$ cat config.mk
export PLATFORM = sky130hd
export DESIGN_NAME = matrix_scale_sequencer_flat
export DESIGN_NICKNAME = d
export VERILOG_FILES = /design/src/rtl/matrix_scale_sequencer_if.sv /design/src/rtl/matrix_scale_sequencer.sv /design/src/flat_wrapper.sv
export SDC_FILE = /design/constraint.sdc
export NUM_CORES = 1
export LEC_CHECK = 0
export CORE_AREA = 3 3 230 232
export DETAILED_ROUTE_END_ITERATION = 10
export DIE_AREA = 0 0 233 235
export PLACE_DENSITY = 0.79
export SYNTH_ARGS = -nofsm -noshare
export SYNTH_HDL_FRONTEND = slang
export SYNTH_SLANG_ARGS = --single-unit
$ cat constraint.sdc
create_clock -name clk -period 4.8 [get_ports clk]
set_input_delay 0.96 -clock clk [delete_from_list [all_inputs] [get_ports clk]]
set_output_delay 0.96 -clock clk [all_outputs]
set_load 0.1 [all_outputs]
$ cat src/rtl/matrix_scale_sequencer_if.sv
// Bundles the decode request, data-memory port and math-unit port of the
// 4x4 matrix scale sequencer. The sequencer side uses the master modport;
// the memory, math unit and decode environment use the slave modport.
interface matrix_scale_sequencer_if #(
    parameter int ADDR_W = 8
) ();
    // decode request and status
    logic              start;
    logic [ADDR_W-1:0] src_addr;
    logic [ADDR_W-1:0] dst_addr;
    logic [7:0]        scalar_in;
    logic              busy;
    logic              done;
    logic              error;

    // data memory port (synchronous RAM, one-cycle read latency)
    logic [ADDR_W-1:0] mem_addr;
    logic              mem_rd_en;
    logic [15:0]       mem_rd_data;
    logic              mem_wr_en;
    logic [15:0]       mem_wr_data;

    // math unit port
    logic [255:0]      math_matrix;
    logic [7:0]        math_scalar;
    logic              math_enable;
    logic [255:0]      math_result;
    logic              math_done;

    modport master (
        input  start, src_addr, dst_addr, scalar_in,
        output busy, done, error,
        output mem_addr, mem_rd_en, mem_wr_en, mem_wr_data,
        input  mem_rd_data,
        output math_matrix, math_scalar, math_enable,
        input  math_result, math_done
    );

    modport slave (
        output start, src_addr, dst_addr, scalar_in,
        input  busy, done, error,
        input  mem_addr, mem_rd_en, mem_wr_en, mem_wr_data,
        output mem_rd_data,
        input  math_matrix, math_scalar, math_enable,
        output math_result, math_done
    );
endinterface

$ cat src/rtl/matrix_scale_sequencer.sv
// Memory-side controller for the 4x4 matrix scaling unit: reads 16 elements,
// packs them onto the 256-bit matrix bus, fires the math unit, waits for it
// (with a timeout) and writes the 16 result elements back to memory.
// Element k lives at base+k and at bus bits [16k+15:16k].
module matrix_scale_sequencer #(
    parameter int ADDR_W  = 8,
    parameter int TIMEOUT = 16
) (
    input  logic                     clk,
    input  logic                     nreset,
    matrix_scale_sequencer_if.master bus
);
    localparam int WAIT_W = $clog2(TIMEOUT + 1);

    typedef enum logic [2:0] {
        S_IDLE,
        S_READ,
        S_DRAIN,
        S_ISSUE,
        S_WAIT,
        S_WRITE,
        S_DONE
    } state_t;

    state_t              state_q, state_d;
    logic [3:0]          cnt_q, cnt_d;
    logic [WAIT_W-1:0]   wait_q, wait_d;
    logic                error_q, error_d;
    logic [ADDR_W-1:0]   src_q, dst_q;
    logic [7:0]          scalar_q;
    logic [255:0]        matrix_q;
    logic [255:0]        result_q;

    // control strobes and combinational outputs from the FSM
    logic                latch_en;
    logic                cap_en;
    logic [3:0]          cap_slot;
    logic                res_en;
    logic                busy;
    logic                done;
    logic [ADDR_W-1:0]   mem_addr;
    logic                mem_rd_en;
    logic                mem_wr_en;
    logic [15:0]         mem_wr_data;
    logic                math_enable;

    // State register and small control counters
    always_ff @(posedge clk or negedge nreset) begin
        if (!nreset) begin
            state_q <= S_IDLE;
            cnt_q   <= '0;
            wait_q  <= '0;
            error_q <= 1'b0;
        end else begin
            state_q <= state_d;
            cnt_q   <= cnt_d;
            wait_q  <= wait_d;
            error_q <= error_d;
        end
    end

    // Next-state, counter updates and per-state output decode
    always_comb begin
        state_d     = state_q;
        cnt_d       = cnt_q;
        wait_d      = wait_q;
        error_d     = error_q;
        latch_en    = 1'b0;
        cap_en      = 1'b0;
        cap_slot    = cnt_q - 4'd1;
        res_en      = 1'b0;
        busy        = 1'b1;
        done        = 1'b0;
        mem_addr    = '0;
        mem_rd_en   = 1'b0;
        mem_wr_en   = 1'b0;
        mem_wr_data = '0;
        math_enable = 1'b0;

        case (state_q)
            S_IDLE: begin
                busy = 1'b0;
                if (bus.start) begin
                    latch_en = 1'b1;
                    error_d  = 1'b0;
                    cnt_d    = '0;
                    state_d  = S_READ;
                end
            end
            S_READ: begin
                // data for the address issued last cycle arrives now
                mem_rd_en = 1'b1;
                mem_addr  = src_q + ADDR_W'(cnt_q);
                cap_en    = (cnt_q != 4'd0);
                cnt_d     = cnt_q + 4'd1;
                if (cnt_q == 4'd15) begin
                    state_d = S_DRAIN;
                end
            end
            S_DRAIN: begin
                cap_en   = 1'b1;
                cap_slot = 4'd15;
                state_d  = S_ISSUE;
            end
            S_ISSUE: begin
                // math_done is deliberately not looked at here
                math_enable = 1'b1;
                wait_d      = '0;
                state_d     = S_WAIT;
            end
            S_WAIT: begin
                if (bus.math_done) begin
                    res_en  = 1'b1;
                    cnt_d   = '0;
                    state_d = S_WRITE;
                end else if (wait_q == WAIT_W'(TIMEOUT - 1)) begin
                    error_d = 1'b1;
                    state_d = S_DONE;
                end else begin
                    wait_d = wait_q + WAIT_W'(1);
                end
            end
            S_WRITE: begin
                mem_wr_en   = 1'b1;
                mem_addr    = dst_q + ADDR_W'(cnt_q);
                mem_wr_data = result_q[{cnt_q, 4'd0} +: 16];
                cnt_d       = cnt_q + 4'd1;
                if (cnt_q == 4'd15) begin
                    state_d = S_DONE;
                end
            end
            S_DONE: begin
                done    = 1'b1;
                state_d = S_IDLE;
            end
            default: begin
                busy    = 1'b0;
                state_d = S_IDLE;
            end
        endcase
    end

    // Operand latches, matrix packing and result capture
    always_ff @(posedge clk or negedge nreset) begin
        if (!nreset) begin
            src_q    <= '0;
            dst_q    <= '0;
            scalar_q <= '0;
            matrix_q <= '0;
            result_q <= '0;
        end else begin
            if (latch_en) begin
                src_q    <= bus.src_addr;
                dst_q    <= bus.dst_addr;
                scalar_q <= bus.scalar_in;
            end
            if (cap_en) begin
                matrix_q[{cap_slot, 4'd0} +: 16] <= bus.mem_rd_data;
            end
            if (res_en) begin
                result_q <= bus.math_result;
            end
        end
    end

    assign bus.busy        = busy;
    assign bus.done        = done;
    assign bus.error       = error_q;
    assign bus.mem_addr    = mem_addr;
    assign bus.mem_rd_en   = mem_rd_en;
    assign bus.mem_wr_en   = mem_wr_en;
    assign bus.mem_wr_data = mem_wr_data;
    assign bus.math_matrix = matrix_q;
    assign bus.math_scalar = scalar_q;
    assign bus.math_enable = math_enable;
endmodule

$ cat src/flat_wrapper.sv
// flat-port wrapper written by rule: the top's interface ports become plain ports
module matrix_scale_sequencer_flat 
#(
    parameter int ADDR_W  = 8,
    parameter int TIMEOUT = 16
)
  (clk, nreset, bus_start, bus_src_addr, bus_dst_addr, bus_scalar_in, bus_busy, bus_done, bus_error, bus_mem_addr, bus_mem_rd_en, bus_mem_wr_en, bus_mem_wr_data, bus_mem_rd_data, bus_math_matrix, bus_math_scalar, bus_math_enable, bus_math_result, bus_math_done);
  matrix_scale_sequencer_if #(.ADDR_W(ADDR_W)) bus_i ();
  input  logic clk;
  input  logic nreset;
  input wire logic [$bits(bus_i.start)-1:0] bus_start;
  input wire logic [$bits(bus_i.src_addr)-1:0] bus_src_addr;
  input wire logic [$bits(bus_i.dst_addr)-1:0] bus_dst_addr;
  input wire logic [$bits(bus_i.scalar_in)-1:0] bus_scalar_in;
  output wire logic [$bits(bus_i.busy)-1:0] bus_busy;
  output wire logic [$bits(bus_i.done)-1:0] bus_done;
  output wire logic [$bits(bus_i.error)-1:0] bus_error;
  output wire logic [$bits(bus_i.mem_addr)-1:0] bus_mem_addr;
  output wire logic [$bits(bus_i.mem_rd_en)-1:0] bus_mem_rd_en;
  output wire logic [$bits(bus_i.mem_wr_en)-1:0] bus_mem_wr_en;
  output wire logic [$bits(bus_i.mem_wr_data)-1:0] bus_mem_wr_data;
  input wire logic [$bits(bus_i.mem_rd_data)-1:0] bus_mem_rd_data;
  output wire logic [$bits(bus_i.math_matrix)-1:0] bus_math_matrix;
  output wire logic [$bits(bus_i.math_scalar)-1:0] bus_math_scalar;
  output wire logic [$bits(bus_i.math_enable)-1:0] bus_math_enable;
  input wire logic [$bits(bus_i.math_result)-1:0] bus_math_result;
  input wire logic [$bits(bus_i.math_done)-1:0] bus_math_done;
  assign bus_i.start = bus_start;
  assign bus_i.src_addr = bus_src_addr;
  assign bus_i.dst_addr = bus_dst_addr;
  assign bus_i.scalar_in = bus_scalar_in;
  assign bus_busy = bus_i.busy;
  assign bus_done = bus_i.done;
  assign bus_error = bus_i.error;
  assign bus_mem_addr = bus_i.mem_addr;
  assign bus_mem_rd_en = bus_i.mem_rd_en;
  assign bus_mem_wr_en = bus_i.mem_wr_en;
  assign bus_mem_wr_data = bus_i.mem_wr_data;
  assign bus_i.mem_rd_data = bus_mem_rd_data;
  assign bus_math_matrix = bus_i.math_matrix;
  assign bus_math_scalar = bus_i.math_scalar;
  assign bus_math_enable = bus_i.math_enable;
  assign bus_i.math_result = bus_math_result;
  assign bus_i.math_done = bus_math_done;
  matrix_scale_sequencer #(.ADDR_W(ADDR_W), .TIMEOUT(TIMEOUT)) u_core (.clk(clk), .nreset(nreset), .bus(bus_i));
endmodule
### Word-level counts from Yosys, hierarchy flattened

Index checks and enable logic that the tools add are counted.

* bits in registers: 549
* input port bits: 300
* word-level logic and storage cells: 75
* output and inout port bits: 294

* mux-type cells: 30
* reductions and logical operators: 11
* shifts and indexed selects: 3
* equal/unequal tests: 16
* add/sub/neg operators: 6

Operators with widths (count)
* $bwmux W256: 1
* $shift A16 B10 Y256 const A: 1
* $shiftx A16 B10 Y256: 1
* $shiftx A256 B9 Y16: 1
* $pmux W3 S6: 1
* $add A8 B4 Y8: 2
* $mux W16: 1
* $pmux W8 S2: 1
* $mux W3: 5
* $mux W1: 12
* $mux W4: 3
* $pmux W4 S3: 1
* $mux W5: 2
* $neg A8 Y10: 1
* $pmux W5 S2: 1
* $eq A3 B3 Y1 const B: 3
* $ne A2 B2 Y1 const B: 4
* $reduce_and A4 Y1: 2
* $eq A3 B2 Y1 const B: 2
* $ne A2 B1 Y1 const B: 3
* $reduce_and A3 Y1: 2
* $reduce_or A6 Y1: 1
* $add A5 B1 Y5 const B: 1
* $eq A5 B4 Y1 const B: 1
* other kinds (11): 13

### Logic depth before layout (Yosys ltp)

Gate-level depths: netlist of run 1.

* depth after elaboration: 5
* mapped depth: 16

### Worst setup path before layout of run 1

No wires, ideal clock.

* path kind: register to output
* start point: reg u_core.state_q[2]
* end point: out bus_mem_addr[5]
* required time: 3.840 ns
* cell stages (with the launch flop): 11
* arrival time: 4.644 ns
* setup slack: -0.804 ns
* cells stage by stage: dfrtp_1 clkbuf_1 nand3b_1 clkbuf_1 mux2_2 ha_1 a21o_1 a21oi_1 o21a_1 nor3_1 nor3b_1

* cells in the longest elaborated chain, start to end: 2

Ends and longest elaborated chain
* start: declaration: line matrix_scale_sequencer.sv:25 `state_t state_q, state_d;`
* start signal: assignment: line matrix_scale_sequencer.sv:55 `state_q <= state_d;`
* $eq A3 B3 Y1 or $eq A3 B1 Y1 (tied branches): line matrix_scale_sequencer.sv:80 `case (state_q)`
* $pmux W8 S2 *: line matrix_scale_sequencer.sv:80
* end: declaration: line flat_wrapper.sv:18 `output wire logic [$bits(bus_i.mem_addr)-1:0] bus_mem_addr;`

Mark *: on every way between the ends. The rest lies on a longest branch, timed or not.

### Worst setup path in the final report of run 1

* start point: reg u_core.state_q[2]
* end point: out bus_mem_addr[6]

The elaborated chain is that of the path after synthesis.

==> metrics.txt, run 1 <==
result of the run complete, no violations; Hold Fails Final Rpt 0; CTS Buffer Depth 3; crit-path max FO 13; required time worst endpoint between 3 and 4 ns; Async SR Flop Fraction between 90% and 100%; met2 GRT Util a little under half; EDFF count, synth 0; # rows slightly above 80; fmax between 200 and 250 MHz; Synth Net Count ~1.9k; Yosys top cell area share 57.32%; # port buffers 593; Worst-Margin Slew roughly 1.2 ns; CTS tree done; Synth area leader dfrtp_1; fin crit share about 94%; synthesized area per cell around 15 um2; clk root buf clkbuf_16; routed vias ~16k; final WL between 70000 and 80000 um; HP Class in -> async; # hold bufs at CTS 0; Util after Layout roughly 64%; initial DRC count a little over 900; post-CTS setup buffer count 0; Final setup viols 0; top-count cell post-synth dfrtp_1; number of global-route vias before repair 17.17k; Final HPWL DP ~56000 um; die area 0.05476 mm2; Initial Util 46.82%; initial antenna violation count 33; Final Hold Slack ~0.45 ns; GR Util met1 about a third; mapped cell area between 0.02 and 0.025 mm2; Max Cap Viol 0; Die Wd ~230 um; critical path type reg -> out; final-layout fill cell count around 3.7k; Synth Register Bits roughly 550; H-tree levels 2; CTS Sinks between 500 and 600; total clock buffers created by CTS 56; largest net degree at the start of global routing around 110; routability congestion estimate between 0.8 and 0.9; area grow syn2layout 36.64%; fin. max-slew vios 0; grt ovf 0; Nets 2444; via density per instance ~5.5; DR pass1 iterations 5; DRC Markers 0; per-cell routed wire length approximately 26 um; global-route wire length before repair about 110000 um; Slew headroom between 10% and 20%; core area 0.05120 mm2; Critical Path AT around 3.6 ns; clock insertion delay at the later pin of the skew report just over 0.6 ns; Setup crit start kind flop; Commonest cells post-synth dfrtp_1, mux2_2, mux4_2; CP Capture Type primary output; cells after synthesis 1556; largest cells by area after synthesis dfrtp_1, mux2_2, mux4_2; RSZ-0062 raised after global routing no; IO Count between 500 and 600; Top Usage Layer GRT met2; post-cts sizing count 0; primary flip-flop cell chosen by synthesis mapping dfrtp_1; Distinct cells, synth 67; Tmin final roughly 4.5 ns; register area share after synthesis between 50% and 60%; Setup Skew approximately 0.012 ns; Clock Pin Slew Worst Setup and Hold Paths roughly 0.060 ns; gr usage total between 20% and 30%; share of cells above drive strength 1 between 30 and 40%; Vert. Die Dim 235 um; Synth warnings 0; grt met3 use 8.523%; ANT nets after route 0
## flip-flops by register name, indices dropped and copies added, names as in the netlist
name,count
u_core.src_q,8
u_core.dst_q,8
u_core.bus.math_scalar,8
u_core.bus.error,1
u_core.state_q,3
u_core.wait_q,5
u_core.bus.math_matrix,256
u_core.result_q,256
u_core.cnt_q,4
## stage by stage
step | instances | instance area, um2 | TNS, ns | worst slack, ns
2_1_floorplan | 1556 | 24020 | -0.08564 | -0.08564
3_5_place_dp | 2753 | 30830 | 0 | 0.6022
3_3_place_gp | 2753 | 30830 | 0 | 0.7493
5_1_grt | 2869 | 32740 | 0 | 0.001330
4_1_cts | 2856 | 32710 | 0 | 0.1849
6_report | 2873 | 32750 | 0 | 0.2800
## cell type report
type / count / area (um2) / area share, %
sequential: 549 / 13750 / 41.98
multi-input combinational: 881 / 9758 / 29.79
timing repair buffer: 629 / 6424 / 19.61
clock buffer: 83 / 1663 / 5.077
tap: 680 / 850.8 / 2.598
clock inverter: 20 / 212.7 / 0.6494
inverter: 14 / 52.55 / 0.1604
antenna: 17 / 42.54 / 0.1299
## layout by cell type, fill, tap and decap left out, types with 16 or more instances in the layout
| cell type | count |
|---|---|
| mux4_2 | 74 |
| nor2_1 | 22 |
| and2_1 | 29 |
| clkdlybuf4s50_1 | 567 |
| clkbuf_8 | 16 |
| buf_4 | 39 |
| dfrtp_1 | 544 |
| clkbuf_16 | 56 |
| mux2_1 | 28 |
| mux2_2 | 503 |
| nand2_1 | 23 |
| buf_12 | 22 |
| and3_1 | 21 |
| diode_2 | 17 |
## final timing paths
kind	from	end	slack [ns]	depth (start not counted)
min	nreset	u_core.bus.math_matrix[73]	0.45	1
min reg2reg	u_core.bus.math_matrix[111]	u_core.bus.math_matrix[111]	0.48	1
min in group clk	u_core.bus.math_matrix[111]	u_core.bus.math_matrix[111]	0.48	1
max reg2reg	u_core.cnt_q[1]	u_core.bus.math_matrix[148]	0.57	9
max in group asynchronous	nreset	u_core.bus.math_matrix[4]	3.19	3
max	u_core.state_q[2]	bus_mem_addr[6]	0.28	11
## critical path: stages, from the launching register on
cell and delay, ns:
dfrtp_1 0.55, nand3b_1 0.27, buf_4 0.29, mux2_2 0.25
inv_1 0.05, fa_1 0.39, nor2b_1 0.20, o21ai_0 0.14
a22oi_1 0.28, xor2_1 0.11, nor2_1 0.20, buf_12 0.21
## kinds of logic after synthesis
kind of cell,Yosys count,share of synthesized area (%)
xor+xnor,8,0.3550
buf+inv,126,2.474
compound gates,73,2.438
simple gates,166,3.931
mux,621,32.78
fa+ha+maj,13,0.7099
flops,549,57.32
## layer usage
layer | vias up | wire [um]
met3 | 197 | 6128
met2 | 583 | 37460
met4 | 30 | 3936
li1 | 6868 | -
met5 | - | 195
met1 | 8232 | 27290
Power of run 1 is left out: the tool's default activity adds up to more than one toggle a clock period on the data nets, which glitch-free logic cannot reach.
==> run 2: changes to the inputs <==
Settings changed: CORE_AREA 3 3 230 232 to unset, CORE_MARGIN set to 3, CORE_UTILIZATION set to 47, DIE_AREA 0 0 233 235 to unset, PLACE_DENSITY 0.79 to 0.8.
==> run 2 against run 1 <==
Sequential cell count did not move. Critical path depth is 1 higher. Design area fell by 0.24%. Clock-buffer cell count unchanged. Fmax grew 2.1%. Routed wire length down 2.4%. Final cell count is 0.59% lower. Largest cell class unchanged. Die area decreased by 1.8%.
==> metrics.txt, run 2 (synthesis gave the netlist of run 1 again) <==
Worst Reg-to-Reg Cells 8; routed vias between 15k and 20k; IO Count a little under 600; Final HPWL DP roughly 54000 um; Setup Skew about 0.024 ns; via density per instance 5.527; fin. max-slew vios 0; Worst-Margin Slew approximately 1.2 ns; Die Wd roughly 230 um; ANT nets after route 0; Vert. Die Dim about 230 um; die area around 0.054 mm2; Setup TNS 0 ns; clock insertion delay at the later pin of the skew report 0.60 ns; # port buffers around 590; area grow syn2layout 36.32%; DRC Markers 0; area of the multi-input gates slightly below 0.01 mm2; largest net degree at the start of global routing around 110; R2R Path End u_core.bus.math_matrix[251]; Reg area ~0.014 mm2; gr usage total between 20 and 30%; Final Non-Filler Cells roughly 2.9k; per-cell routed wire length ~26 um; fin crit share approximately 92%; core area 0.05027 mm2; final WL approximately 73000 um; routability congestion estimate around 0.87; Max Cap Viol 0; worst r2r src u_core.cnt_q[0]; H-tree levels 2; number of global-route vias before repair ~17k; most common cell after layout, fill and taps aside clkdlybuf4s50_1; Slew headroom a little under a fifth; Initial Util between 40 and 50%; share of cells above drive strength 1 a little over a third; Critical Path AT between 3 and 4 ns; initial antenna violation count 24; global-route wire length before repair 107900 um; FF-to-FF setup slack around 0.65 ns; Clock Pin Slew Worst Setup and Hold Paths ~0.060 ns; Tmin final 4.427 ns; fmax 225.9 MHz; clk root buf clkbuf_16; # hold bufs at CTS 0; result of the run complete, no violations; Finished Cell Area roughly 0.033 mm2; CTS tree done; Placement Cell Area approximately 0.031 mm2; # rows 82; critical path type reg -> out; Hold Fails Final Rpt 0; initial DRC count between 700 and 800; crit-path max FO 17; final-layout fill cell count roughly 3.6k; CTS Sinks around 550; required time worst endpoint 3.84 ns; total clock buffers created by CTS between 50 and 60; DR pass1 iterations 5; Final setup viols 0; Setup crit start kind flop; dpl cells roughly 2.7k; HP Class in -> async; most frequent cells in the layout clkdlybuf4s50_1, dfrtp_1, mux2_2, mux4_2, clkbuf_16; CTS Buffer Depth 3; CP Capture Type primary output; grt ovf 0; RSZ-0062 raised after global routing no; Nets between 2k and 2.5k
==> run 2: cell types whose count changed in the layout (fill, tap and decap cells not counted), moves of 3 or more <==
cell        delta
clkbuf_8       -3
clkbuf_1       +4
clkinvlp_4     +3
diode_2        -4
bufinv_16      +3
clkinv_2       -5
==> run 2: final cells by class <==
cell class              count  share of cell area [%]
clock inverters            17                  0.7544
diodes                     13                 0.09956
multi-input cells         881                   29.87
flip-flops and latches    549                   42.08
inverters                  14                  0.1608
repair buffers            627                   19.54
well taps                 672                   2.573
clock buffers              83                   4.932
==> run 2: critical path, stage by stage (launching register included) <==
cell,delay [ns]
dfrtp_1,0.63
nand3b_1,0.13
buf_4,0.19
mux2_2,0.23
ha_1,0.16
inv_1,0.06
fa_1,0.40
nor2b_1,0.19
o21ai_0,0.15
a22oi_1,0.25
xor2_1,0.10
nor2_1,0.19
buf_12,0.21
==> run 2: metal layers <==
layer,up-vias,GRT usage [%],wire length [um]
met4,24,13.11,3657
met5,-,0,164
met1,8178,31.95,27260
li1,6842,-,-
met2,556,44.97,36740
met3,185,7.765,5423
==> run 2: what timing repair did <==
| action | in CTS | in global routing |
|---|---|---|
| endpoints found under the setup margin | 0 | 3 |
| buffers inserted | 0 | 4 |
| gates resized for setup | 0 | 0 |
==> run 2: worst max path at each step <==
stage | start | end | slack, ns | depth (start not counted)
finish | u_core.state_q[0] | bus_mem_addr[6] | 0.37 | 12
global route | u_core.state_q[0] | bus_mem_addr[6] | 0.20 | 12
CTS | u_core.state_q[0] | bus_mem_addr[6] | 0.06 | 11
detailed placement | u_core.cnt_q[0] | u_core.bus.math_matrix[250] | 0.66 | 8
global placement | u_core.cnt_q[0] | u_core.bus.math_matrix[240] | 0.74 | 8
floorplan | u_core.state_q[2] | bus_mem_addr[6] | -0.09 | 12
==> run 2: through the flow <==
stage          worst slack, ns  hold slack, ns  util (%)
3_3_place_gp            0.7424          0.4698     61.17
4_1_cts                0.05511          0.4640     64.87
6_report                0.3730          0.4272     64.99
5_1_grt                 0.1984          0.4831     64.99
2_1_floorplan         -0.08564          0.4750         -
3_5_place_dp            0.6587          0.4737     61.17
Power of run 2 is left out for the same reason.
==> run 3: changes to the inputs <==
Settings changed: PLACE_DENSITY 0.8 to 0.77, RECOVER_POWER set to 100.
==> run 3 against run 2 <==
The run now ends with capacitance limit, slew limit left. Clock-buffer cell count up 8. Critical endpoint is now u_core.bus.math_matrix[133]. Via count up 1.1%. Final cell count up 0.42%. Highest routed layer unchanged. Largest cell class unchanged. Fmax down 1.2%.
==> metrics.txt, run 3 (synthesis gave the netlist of run 1 again) <==
via density per instance 5.567; failing checks capacitance limit, slew limit; Tmin final 4.482 ns; initial DRC count around 910; # hold bufs at CTS 0; Final HPWL DP around 55000 um; gr usage total ~27%; most frequent cells in the layout dfrtp_1, mux2_2, clkdlybuf4s50_1, dlygate4sd3_1, mux4_2; DR pass1 iterations 5; DRC Markers 0; Vert. Die Dim between 200 and 250 um; met2 WL post-DR roughly 38000 um; IO Count 594; Top Layer Used met5; Setup crit start kind flop; CP Capture Type flop; fin crit share between 90% and 100%; die area approximately 0.054 mm2; grt ovf 0; critical path type reg -> reg; CTS tree done; Clock Pin Slew Worst Setup and Hold Paths 0.06 ns; clock insertion delay at the later pin of the skew report ~0.6 ns; routed vias about 16k; number of global-route vias before repair about 17k; Setup WS post-layout 0.3183 ns; Max Cap Viol 5; Initial Util around 48%; global-route wire length before repair between 100000 and 150000 um; area grow syn2layout 35.86%; largest net degree at the start of global routing between 100 and 150; crit-path max FO 22; # rows between 80 and 90; Final setup viols 0; HP Class reg -> reg; fmax ~220 MHz; fin. max-slew vios 277; RSZ-0062 raised after global routing no; Die Wd about 230 um; H-tree levels 2; most common cell after layout, fill and taps aside dfrtp_1; core area about 0.05 mm2; Met1 Routed Length between 20000 and 30000 um; Worst-Margin Slew between 3 and 4 ns; initial antenna violation count 32; Hold Fails Final Rpt 0; Nets between 2k and 2.5k; Setup Skew around 0.02 ns; Critical Path AT about 5.0 ns; routability congestion estimate roughly 0.89; ANT nets after route 0; Slew headroom -111.4%; post-place setup slack approximately 0.75 ns; final WL ~74000 um; result of the run finished, violations left; CTS Buffer Depth 3; clk root buf clkbuf_16; CTS Sinks between 500 and 600; per-cell routed wire length around 26 um; metal3 WL 5186 um; # port buffers 593; share of cells above drive strength 1 between 30% and 40%; total clock buffers created by CTS 57; required time worst endpoint ~5.3 ns
run 3: cell count changes in the layout (fill, tap and decap cells not counted), sizes merged, moves of 4 or more:
cell	change
clkdlybuf4s50	-270
dlygate4sd3	+270
clkbuf	+45
buf	-30
bufinv	-4
run 3: path summary, 6_finish.rpt:
kind	to	from	depth (start not counted)	slack [ns]
hold reg to reg	u_core.bus.math_matrix[111]	u_core.bus.math_matrix[111]	1	0.48
max in group asynchronous	u_core.result_q[4]	nreset	3	0.81
min in group asynchronous	u_core.bus.math_matrix[75]	nreset	1	1.39
setup reg to reg	u_core.bus.math_matrix[133]	u_core.state_q[1]	10	0.32
setup / recovery	u_core.bus.math_matrix[133]	u_core.state_q[1]	10	0.32
hold / removal	u_core.bus.math_matrix[111]	u_core.bus.math_matrix[111]	1	0.48
run 3: layout make-up:
class | instances | area (um2)
Fill cell | 3752 | 17710
Multi-Input combinational cell | 881 | 9664
Timing Repair Buffer | 635 | 6306
Sequential cell | 549 | 13740
Antenna cell | 12 | 30.03
Clock buffer | 91 | 1785
Inverter | 14 | 52.55
Clock inverter | 14 | 141.4
Tap cell | 672 | 840.8
run 3: worst max-delay path, cell delays in order (launching register included):
cell and delay, ns:
dfrtp_1 0.56, or3b_1 0.61, nand2_1 0.15, buf_4 0.25
inv_1 0.07, ha_1 0.26, clkbuf_2 0.30, or3_1 0.47
a211oi_1 0.77, clkbuf_2 0.53, mux2_2 0.39
run 3: repair_timing:
action,in CTS,in global routing
setup buffers,0,4
resized for setup,0,0
setup endpoints to repair,0,1
hold endpoints to repair,0,0
run 3: per-stage QoR:
step	area [um2]	util, %	TNS [ns]	hold slack [ns]	std cells
3_3_place_gp	30860	61.39	0	0.4691	2747
3_5_place_dp	30860	61.39	0	0.4738	2747
5_1_grt	32560	64.76	0	0.4896	2864
4_1_cts	32790	65.22	0	0.4881	2852
6_report	32570	64.78	0	0.4778	2868
2_1_floorplan	24020	-	-0.08564	0.4750	1556
run 3: metal layers:
layer / vias to the layer above / global-route usage (%)
met2: 550 / 46.47
met3: 190 / 7.704
met1: 8293 / 31.93
met4: 34 / 12.53
met5: - / 0
li1: 6899 / -
Power of run 3 is left out for the same reason.
